File: src/rtl/errdet_pkg.sv
// Shared types and helpers for the multi-channel sliding-window error detector.
package errdet_pkg;

  typedef enum logic [1:0] {
    ST_OK   = 2'b00,
    ST_WARN = 2'b01,
    ST_ERR  = 2'b10
  } errdet_state_t;

  function automatic int cnt_width(input int n);
    return $clog2(n + 1);
  endfunction

endpackage

File: src/rtl/errdet_channel.sv
// One channel: N-sample window, running error count and OK/WARN/ERR state.
// ERRDET_STICKY_EN makes ERR latch until clear or reset.
module errdet_channel
  import errdet_pkg::*;
#(
  parameter int N = 64,
  parameter int W = 4,
  parameter int H = 8,
  localparam int CW = cnt_width(N)
) (
  input  logic          clock,
  input  logic          reset,
  input  logic          in_valid,
  input  logic          in,
  input  logic          clear,
  output logic [CW-1:0] count,
  output errdet_state_t state
);

  localparam logic [CW-1:0] W_C = CW'(W);
  localparam logic [CW-1:0] H_C = CW'(H);

  logic [N-1:0]  window;
  logic [CW-1:0] count_next;
  errdet_state_t state_next;

  always_comb begin
    count_next = count + CW'(in) - CW'(window[N-1]);
    state_next = ST_OK;
    if (count_next >= H_C) begin
      state_next = ST_ERR;
    end else if (count_next >= W_C) begin
      state_next = ST_WARN;
    end
`ifdef ERRDET_STICKY_EN
    if (state == ST_ERR) begin
      state_next = ST_ERR;
    end
`endif
  end

  // clear wins over in_valid; the sample on that edge is dropped.
  always_ff @(posedge clock or negedge reset) begin
    if (!reset) begin
      window <= '0;
      count  <= '0;
      state  <= ST_OK;
    end else if (clear) begin
      window <= '0;
      count  <= '0;
      state  <= ST_OK;
    end else if (in_valid) begin
      window <= {window[N-2:0], in};
      count  <= count_next;
      state  <= state_next;
    end
  end

endmodule

File: src/rtl/error_detector_mc.sv
// C-channel sliding-window bit-error detector with aggregate alarm and count readback.
// Build with ERRDET_STICKY_EN to make per-channel ERR latch until clear/reset.
module error_detector_mc
  import errdet_pkg::*;
#(
  parameter int C = 4,
  parameter int N = 64,
  parameter int W = 4,
  parameter int H = 8,
  localparam int CW = cnt_width(N),
  localparam int SW = (C > 1) ? $clog2(C) : 1
) (
  input  logic          clock,
  input  logic          reset,
  input  logic          in_valid,
  input  logic [C-1:0]  in,
  input  logic [C-1:0]  clear,
  input  logic [SW-1:0] sel,
  output logic [C-1:0]  warning,
  output logic [C-1:0]  error,
  output logic          any_error,
  output logic [CW-1:0] count_out
);

  logic [CW-1:0] counts [C];
  errdet_state_t states [C];

  for (genvar c = 0; c < C; c++) begin : g_ch
    errdet_channel #(
      .N(N),
      .W(W),
      .H(H)
    ) u_ch (
      .clock    (clock),
      .reset    (reset),
      .in_valid (in_valid),
      .in       (in[c]),
      .clear    (clear[c]),
      .count    (counts[c]),
      .state    (states[c])
    );

    assign warning[c] = (states[c] != ST_OK);
    assign error[c]   = (states[c] == ST_ERR);
  end

  always_ff @(posedge clock or negedge reset) begin
    if (!reset) begin
      any_error <= 1'b0;
    end else begin
      any_error <= |error;
    end
  end

  // Out-of-range selects (non-power-of-two C) read back as zero.
  always_comb begin
    count_out = '0;
    if (int'(sel) < C) begin
      count_out = counts[sel];
    end
  end

endmodule
File: config.mk
export PLATFORM = sky130hd
export DESIGN_NAME = error_detector_mc
export DESIGN_NICKNAME = d
export VERILOG_FILES = /design/src/rtl/errdet_pkg.sv /design/src/rtl/errdet_channel.sv /design/src/rtl/error_detector_mc.sv
export SDC_FILE = /design/constraint.sdc
export NUM_CORES = 1
export LEC_CHECK = 0
export CELL_PAD_IN_SITES_DETAIL_PLACEMENT = 1
export CELL_PAD_IN_SITES_GLOBAL_PLACEMENT = 2
export CORE_ASPECT_RATIO = 0.7
export CORE_MARGIN = 10
export CORE_UTILIZATION = 35
export DETAILED_ROUTE_END_ITERATION = 8
export GPL_TIMING_DRIVEN = 1
export PLACE_DENSITY_LB_ADDON = 0.1
export SETUP_SLACK_MARGIN = 0.2
export SKIP_CTS_REPAIR_TIMING = 1
export SLEW_MARGIN = 15
export SYNTH_ARGS = -nofsm -noshare
export SYNTH_HDL_FRONTEND = slang
export SYNTH_SLANG_ARGS = --single-unit
File: constraint.sdc
create_clock -name clock -period 3.12 [get_ports clock]
set_clock_uncertainty 0.15 [all_clocks]
set_input_delay 0.624 -clock clock [delete_from_list [all_inputs] [get_ports clock]]
set_output_delay 0.624 -clock clock [all_outputs]
set_load 0.05 [all_outputs]
After elaboration in Yosys (flattened, before gate mapping)
Cells that the tools add are included.

Equality and inequality tests: 4. Add/sub/neg operators: 8. Muxes and demuxes: 35. Reductions and logical operators: 9. Bitwise logic cells: 1. $lt $le $gt $ge: 9.

Operator list (count): $mux 64 (8); $mux 7 (10); $add 7x1->7 (4); $ge 7x3->1 const B (4); $ge 7x4->1 const B (4); $sub 7x1->7 (4); $mux 2 (12); $reduce_bool 2->1 (8); $bmux 7 s2 (1); $eq 2x2->1 const B (4); $mux 1 (4); $reduce_or 4->1 (1); $ge 3x3->1 const B (1); $not 2->3 (1).

Register bits: 293.

Longest topological paths before layout
Gate-level depths: netlist of the first run.

Depth in word-level cells: 7. Mapped depth: 11.

Modules after synthesis
A second synthesis of the first run with hierarchy kept.

Cell total of the unflattened synthesis: 1144. Area, all modules: 13262.7 um2.

By module, submodules not included: errdet_channel at g_ch[1].u_ch ... (times used 2, area each 3246.9 um2, sequential area each 1826.8 um2, cells each 281); errdet_channel at g_ch[3].u_ch (times used 1, area each 3248.1 um2, sequential area each 1826.8 um2, cells each 281); errdet_channel at g_ch[0].u_ch (times used 1, area each 3246.9 um2, sequential area each 1826.8 um2, cells each 282); error_detector_mc (times used 1, area each 274.0 um2, sequential area each 25.0 um2, cells each 19).

Least setup slack after synthesis of the first run
No wires, ideal clock.

Path type: reg2reg. Start point: register g_ch[0].u_ch.count[0]. End point: register g_ch[0].u_ch.state[1]. Setup time: 0.119 ns. Data arrival time: 2.400 ns. Buffers on the path: 0. Cell stages (with the launch flop): 12. Setup slack: 0.451 ns. Data required time: 2.851 ns. Cells stage by stage: dfrtp_1 > inv_1 > ha_1 > inv_1 > ha_1 > inv_1 > fa_1 > nand2b_2 > a21oi_4 > mux2i_1 > or4_1 > o21a_1.

Word-level cells in the longest chain between the ends: 6.

RTL lines: start, declared (RTL line errdet_channel.sv:16) `output logic [CW-1:0] count,`; start signal, assigned (RTL line errdet_channel.sv:54) `count <= count_next;`; $add 7x1->7 (RTL line errdet_channel.sv:28) `count_next = count + CW'(in) - CW'(window[N-1]);`; $sub 7x1->7 (RTL line errdet_channel.sv:28); $ge 7x4->1 (RTL line errdet_channel.sv:30) `if (count_next >= H_C) begin`; $mux 2 (RTL line errdet_channel.sv:30); $mux 2 (RTL line errdet_channel.sv:52) `end else if (in_valid) begin`; $mux 2 (RTL line errdet_channel.sv:48) `end else if (clear) begin`; end signal, assigned (RTL line errdet_channel.sv:55) `state <= state_next;`; end, declared (RTL line errdet_channel.sv:17) `output errdet_state_t state`.

No other way between the ends. The select of a mux whose other input is x is not followed. A chain may end at the register's enable or synchronous reset.

Worst setup path after layout of the first run
Start point: register g_ch[0].u_ch.state[1]. End point: output error[0].

Word-level cells in the longest chain between the ends: 1.

RTL lines: $eq 2x2->1 (RTL line error_detector_mc.sv:44) `assign error[c] = (states[c] == ST_ERR);`; end, declared (RTL line error_detector_mc.sv:20) `output logic [C-1:0] error,`.

No other way between the ends.

==> flow_metrics.tcl, run 1 <==
set metrics [dict create \
    synthToLayoutAreaGrowth_pct 14.3 \
    final_cell_count_no_fill 1706 \
    vias 8257 \
    tightest_slew_ns 0.708 \
    grt_max_degree 88 \
    max_freq_ghz 0.353 \
    setup-violations-final 0 \
    critPathLaunch "g_ch[0].u_ch.state[1]" \
    worstSetupPathType "reg2out" \
    ios 29 \
    start_kind "register" \
    end_kind "output pin" \
    crit-reg2reg-launch "g_ch[0].u_ch.count[0]" \
    p_sw_frac 0.290 \
    finalMaxSlewViolations 0 \
    yosys_warnings 0 \
    hold_class "in2reg" \
    vdd_drop_max_mv 0.397 \
    grtUsageTotal 0.121 \
    min_period_ns 2.83 \
    gp_congestion 0.746 \
    worst_ep_required_time_ns 2.35 \
    numClockSinks 293 \
    p_int_mw 7.09 \
    holdWs_ns 0.233 \
    sequentialPowerShare 0.407 \
    comb_power_share 0.209 \
    htreeDepth 1 \
    synth-edff-count 0 \
    antenna_found_initial 1 \
    p_switching_mw 2.90 \
    routedWlPerCell_um 16.2 \
    synth_cell_types 58 \
    clk_root_buffer_cell "clkbuf_16" \
    postRouteAntennaNets 0 \
    async_flop_share 1.00 \
    synth_sequential_area_ratio 0.547 \
    core_area_um2 37500 \
    nets 1239 \
    cp.arrival_ns 2.06 \
    worstSkewPairLatency_ns 0.56 \
    drc 0 \
    std_cell_rows 59 \
    synthCells 1182 \
    netlist_area_um2 13400 \
    p_clk_frac 0.384 \
    drt_pass1_iterations 4 \
    die_area_um2 46700 \
    cts_made_buffers 31 \
    grt_pass1_vias 8748 \
    cts_tree "yes" \
    dp_cells 1648 \
    yosys_most_used_dff "dfrtp_1" \
    leakage_nw 7.73 \
    grt_pass1_wl_um 47200 \
    drt-total-wl_um 27600 \
    period_share 0.908 \
    start_util 0.358 \
    hold_viol 0 \
    cts-root-to-sink-buffers 3 \
    die_w_um 254 \
    rsz0062_at_grt "false" \
    status "finished, final reports clean" \
    drt-vias-per-instance 4.84 \
    path_clk_slew_ns 0.07 \
    synth_seq_cells 293 \
    worstPathMaxFanout 3 \
    drv_cap 0 \
    grt.overflow.total 0 \
    drtIter0Drc 489 \
    slew_headroom 0.528 \
    hpwl_um 17600 \
    hp-start "clear[1]" \
    powerDensity_nw_per_um2 652 \
    synth_nets 1227 \
    die_h_um 184 \
    avgSynthCellArea_um2 11.3 \
    layout-drive-gt1-share 0.0945 \
    port_buffers 28 \
]
## stage by stage
stage / setup TNS, ns / setup slack [ns] / power (mW) / cell area [um2] / utilization
final: 0 / 0.286 / 9.99 / 15300 / 0.409
after global routing: 0 / 0.201 / 10.6 / 15300 / 0.409
after CTS: 0 / 0.00902 / 10.2 / 15300 / 0.408
after detailed placement: -0.376 / -0.166 / 6.23 / 14200 / 0.379
after global placement: -0.364 / -0.149 / 6.24 / 14200 / 0.379
after floorplan: 0 / 0.451 / 5.62 / 13400 / -
## per-layer routing
layer / vias to the layer above / GRT usage / part of all wire
li1: 4018 / - / -
met5: - / 0 / 0
met1: 4142 / 0.172 / 0.51
met3: 41 / 0.0227 / 0.027
met2: 56 / 0.185 / 0.44
met4: 0 / 0.0349 / 0.024
## sequential cells by signal, summed over array words and instances, names as in the netlist
name and flops:
g_ch.u_ch.count 28, g_ch.u_ch.window 256, any_error 1, g_ch.u_ch.state 8
## area by class of cell
| cell class | instances | area [um2] |
|---|---|---|
| fill | 3989 | 22200 |
| clock inverter | 13 | 174 |
| sequential | 293 | 7330 |
| multi-input combinational | 771 | 5600 |
| tap | 488 | 611 |
| antenna | 1 | 2.50 |
| clock buffer | 43 | 891 |
| timing repair buffer | 52 | 548 |
| inverter | 45 | 169 |
## Yosys cell counts (3+ instances only)
| library cell | instances | area (um2) |
|---|---|---|
| a211oi_1 | 8 | 60.1 |
| a21boi_0 | 4 | 30.0 |
| a21oi_1 | 13 | 65.1 |
| a31oi_1 | 3 | 18.8 |
| buf_2 | 32 | 160 |
| clkbuf_1 | 39 | 146 |
| dfrtp_1 | 293 | 7330 |
| fa_1 | 4 | 80.1 |
| ha_1 | 28 | 350 |
| inv_1 | 45 | 169 |
| mux2i_1 | 274 | 2740 |
| mux4_2 | 7 | 158 |
| nand2_1 | 9 | 33.8 |
| nand2b_1 | 5 | 31.3 |
| nand3_1 | 11 | 55.1 |
| nor2_1 | 297 | 1110 |
| nor2b_1 | 7 | 43.8 |
| nor3_1 | 5 | 25.0 |
| nor4_1 | 3 | 18.8 |
| nor4b_1 | 3 | 26.3 |
| o211ai_1 | 3 | 22.5 |
| o21a_1 | 5 | 37.5 |
| o21ai_0 | 9 | 45.0 |
| o21ba_2 | 3 | 30.0 |
| o311ai_0 | 3 | 26.3 |
| o32ai_1 | 3 | 26.3 |
| or2_2 | 6 | 37.5 |
| or3_1 | 3 | 18.8 |
| or4_1 | 3 | 22.5 |
| xnor2_1 | 14 | 123 |
| xor2_1 | 8 | 70.1 |
## cells in the final DEF (no fill, tap or decap), types with 6 or more instances in the layout
cell type | netlist | layout
nand3_1 | 11 | 11
ha_1 | 28 | 27
a21oi_1 | 13 | 12
buf_12 | 0 | 8
xnor2_1 | 14 | 14
mux2i_1 | 274 | 274
clkbuf_8 | 0 | 7
inv_1 | 45 | 45
xor2_1 | 8 | 8
buf_4 | 1 | 22
nor2b_1 | 7 | 7
nand2_1 | 9 | 9
or2_2 | 6 | 6
o21ai_0 | 9 | 9
clkinv_2 | 0 | 6
clkdlybuf4s50_1 | 0 | 10
a211oi_1 | 8 | 8
nor2_1 | 297 | 297
dfrtp_1 | 293 | 293
mux4_2 | 7 | 7
clkbuf_16 | 0 | 31
## power by group through the flow
stage | Sequential [mW] | Clock, mW | Combinational (mW)
2_1_floorplan | 4.06 | 0 | 1.55
3_3_place_gp | 4.15 | 0 | 2.09
3_5_place_dp | 4.14 | 0 | 2.08
4_1_cts | 4.07 | 4.00 | 2.09
5_1_grt | 4.09 | 4.17 | 2.32
6_report | 4.07 | 3.84 | 2.08
## kinds of logic (layout without fill, tap and decap cells)
group | count (synthesis) | in the layout | synth area share
simple gates | 363 | 363 | 0.113
flops | 293 | 293 | 0.547
mux | 283 | 283 | 0.218
buf+inv | 118 | 153 | 0.0369
compound gates | 71 | 71 | 0.0392
fa+ha+maj | 32 | 32 | 0.0321
xor+xnor | 22 | 22 | 0.0144
other cells | 0 | 1 | 0
## critical path: stages (launching register included)
cell,delay (ns)
dfrtp_1,0.43
nor2b_1,0.23
clkdlybuf4s50_1,0.84
## path summary, 6_finish.rpt
check | to | cells past startpoint | slack [ns]
worst min-delay path | g_ch[1].u_ch.state[1] | 2 | 0.23
worst max register to register | g_ch[0].u_ch.state[1] | 11 | 0.38
max in group asynchronous | g_ch[3].u_ch.window[9] | 3 | 1.61
min in group asynchronous | g_ch[1].u_ch.window[8] | 2 | 0.44
worst max-delay path | error[0] | 2 | 0.29
worst min register to register | g_ch[2].u_ch.window[52] | 2 | 0.36
Note: power is estimated with default switching activity, not from simulation.
==> inputs of run 2 (changes only) <==
SLEW_MARGIN = default   (was 15)
==> results of run 2 <==
No change in the layout: final DEF, timing and power equal those of run 1.
==> inputs of run 3 (changes only) <==
CELL_PAD_IN_SITES_GLOBAL_PLACEMENT = 1   (was 2)
==> run 3 against run 2 <==
Effect of this change: setup slack got worse by 0.017 ns; worst hold slack lost 0.0063 ns; flip-flop and latch count stayed put; clock power shrank 3%; final cell count decreased by 0.18%; design area is 0.45% lower; non-clock buffer count grew 1; via count increased by 0.54%; power down 1.3%; global-route usage decreased by 0.17 points; maximum frequency fell by 0.60%; sequential share of layout area rose by 0.23 points; critical path type is now in2out; largest cell class unchanged.
==> flow_metrics.tcl, run 3 (synthesis gave the netlist of run 1 again) <==
set metrics [dict create \
    status "finished, final reports clean" \
    n_fill_cell 4024 \
    regMostFlops "g_ch.u_ch.window" \
    drt-vias-per-instance 4.87 \
    regToRegEndpoint "g_ch[0].u_ch.state[1]" \
    vdd_drop_max_mv 0.383 \
    final_cell_count_no_fill 1703 \
    hold_class "in2reg" \
    critPathLaunch "sel[1]" \
    core_area_um2 37500 \
    grt_pass1_vias 8552 \
    layout.cells.most_common "nor2_1" \
    fin_area_um2 15300 \
    port_buffers 28 \
    gp_congestion 0.754 \
    cts_made_buffers 31 \
    regArea_um2 7330 \
    largest_reg_flops 256 \
    grt_max_degree 89 \
    antenna_cells 0 \
    finalMaxSlewViolations 0 \
    std_cell_rows 59 \
    ff2ff_path_depth 11 \
    powerDensity_nw_per_um2 647 \
    drt-total-wl_um 27400 \
    crit_path_end "count_out[5]" \
    grt.overflow.total 0 \
    worstSkewPairLatency_ns 0.56 \
    period_share 0.914 \
    drt_pass1_iterations 5 \
    rsz0062_at_grt "false" \
    die_w_um 254 \
    cp.depth 3 \
    htreeDepth 1 \
    drc 0 \
    vias 8302 \
    final_cell_mix "nor2_1, dfrtp_1, mux2i_1" \
    clk_root_buffer_cell "clkbuf_16" \
    crit-reg2reg-launch "g_ch[0].u_ch.count[0]" \
    dp_cells 1648 \
    largest_registers "g_ch.u_ch.window x256, g_ch.u_ch.count x28, g_ch.u_ch.state x8" \
    grt_pass1_wl_um 46600 \
    drv_cap 0 \
    tightest_slew_ns 0.711 \
    slowest_delay_ns 0.69 \
    drtIter0Drc 438 \
    synthToLayoutAreaGrowth_pct 13.8 \
    hpwl_um 17100 \
    placed_cell_area_um2 14200 \
    cp_num_buf_inv 2 \
    cp.arrival_ns 2.08 \
    layout-drive-gt1-share 0.0947 \
    die_h_um 184 \
    grtUsageTotal 0.120 \
    cts_tree "yes" \
    postRouteAntennaNets 0 \
    crit_family "buffers and inverters" \
    ios 29 \
    slew_headroom 0.526 \
    crit_path_top_delay_cell "clkdlybuf4s50_1" \
    end_kind "output pin" \
    cts-root-to-sink-buffers 3 \
    path_clk_slew_ns 0.06 \
    start_kind "input port" \
    worstSetupPathType "in2out" \
    hold_viol 0 \
    worstPathMaxFanout 7 \
    max_freq_ghz 0.351 \
    leakage_nw 7.72 \
    min_period_ns 2.85 \
    nets 1240 \
    antenna_found_initial 1 \
    cp_cell_sequence "clkdlybuf4s50_1 -> mux4_2 -> buf_4" \
    numClockSinks 293 \
    worst_ep_required_time_ns 2.35 \
    start_util 0.358 \
    multiInputGateArea_um2 5590 \
    setup-violations-final 0 \
    routedWlPerCell_um 16.1 \
    die_area_um2 46700 \
    r2r_setup_slack_ns 0.34 \
]
## run 3: changes by cell type in the layout (fill, tap and decap cells not counted), sizes merged
cell,delta
buf,+1
bufinv,-2
clkbuf,+1
clkinvlp,-1
diode,-1
inv,-1
## run 3: worst min path at each step
stage | start | endpoint | slack [ns] | depth (start not counted)
after floorplan | reset | any_error | 0.18 | 0
after global placement | g_ch[1].u_ch.window[40] | g_ch[1].u_ch.window[41] | 0.35 | 2
after detailed placement | g_ch[1].u_ch.window[17] | g_ch[1].u_ch.window[18] | 0.36 | 2
after CTS | reset | g_ch[1].u_ch.window[12] | -0.20 | 1
after global routing | clear[1] | g_ch[1].u_ch.count[6] | 0.23 | 2
final | clear[1] | g_ch[1].u_ch.count[6] | 0.23 | 2
## run 3: per-layer routing
metal  vias to the layer above  part of all wire  track usage
met1                      4181              0.52        0.174
met4                         0             0.015       0.0229
li1                       4034                 -            -
met5                         -                 0            0
met2                        54              0.44        0.182
met3                        33             0.026       0.0236
## run 3: area by class of cell
class,instances,area share
Clock buffer,44,0.0606
Clock inverter,9,0.00664
Inverter,45,0.0111
Multi-Input combinational cell,771,0.366
Sequential cell,293,0.481
Tap cell,488,0.0400
Timing Repair Buffer,53,0.0348
## run 3: power by group
| group | switching [mW] | total [mW] | internal [mW] |
|---|---|---|---|
| clock | 1.53 | 3.73 | 2.20 |
| combinational | 1.22 | 2.07 | 0.852 |
| sequential | 0.154 | 4.06 | 3.91 |
## run 3: per-stage QoR
step                      setup TNS, ns  power [mW]  hold slack [ns]  setup WS (ns)  utilization
after floorplan                       0        5.62            0.178          0.451            -
after global placement           -0.341        6.22            0.348         -0.139        0.379
after detailed placement         -0.402        6.22            0.360         -0.171        0.379
after CTS                        -0.128        10.0           -0.197         -0.128        0.406
after global routing                  0        10.4            0.225          0.208        0.407
final                                 0        9.86            0.227          0.269        0.407
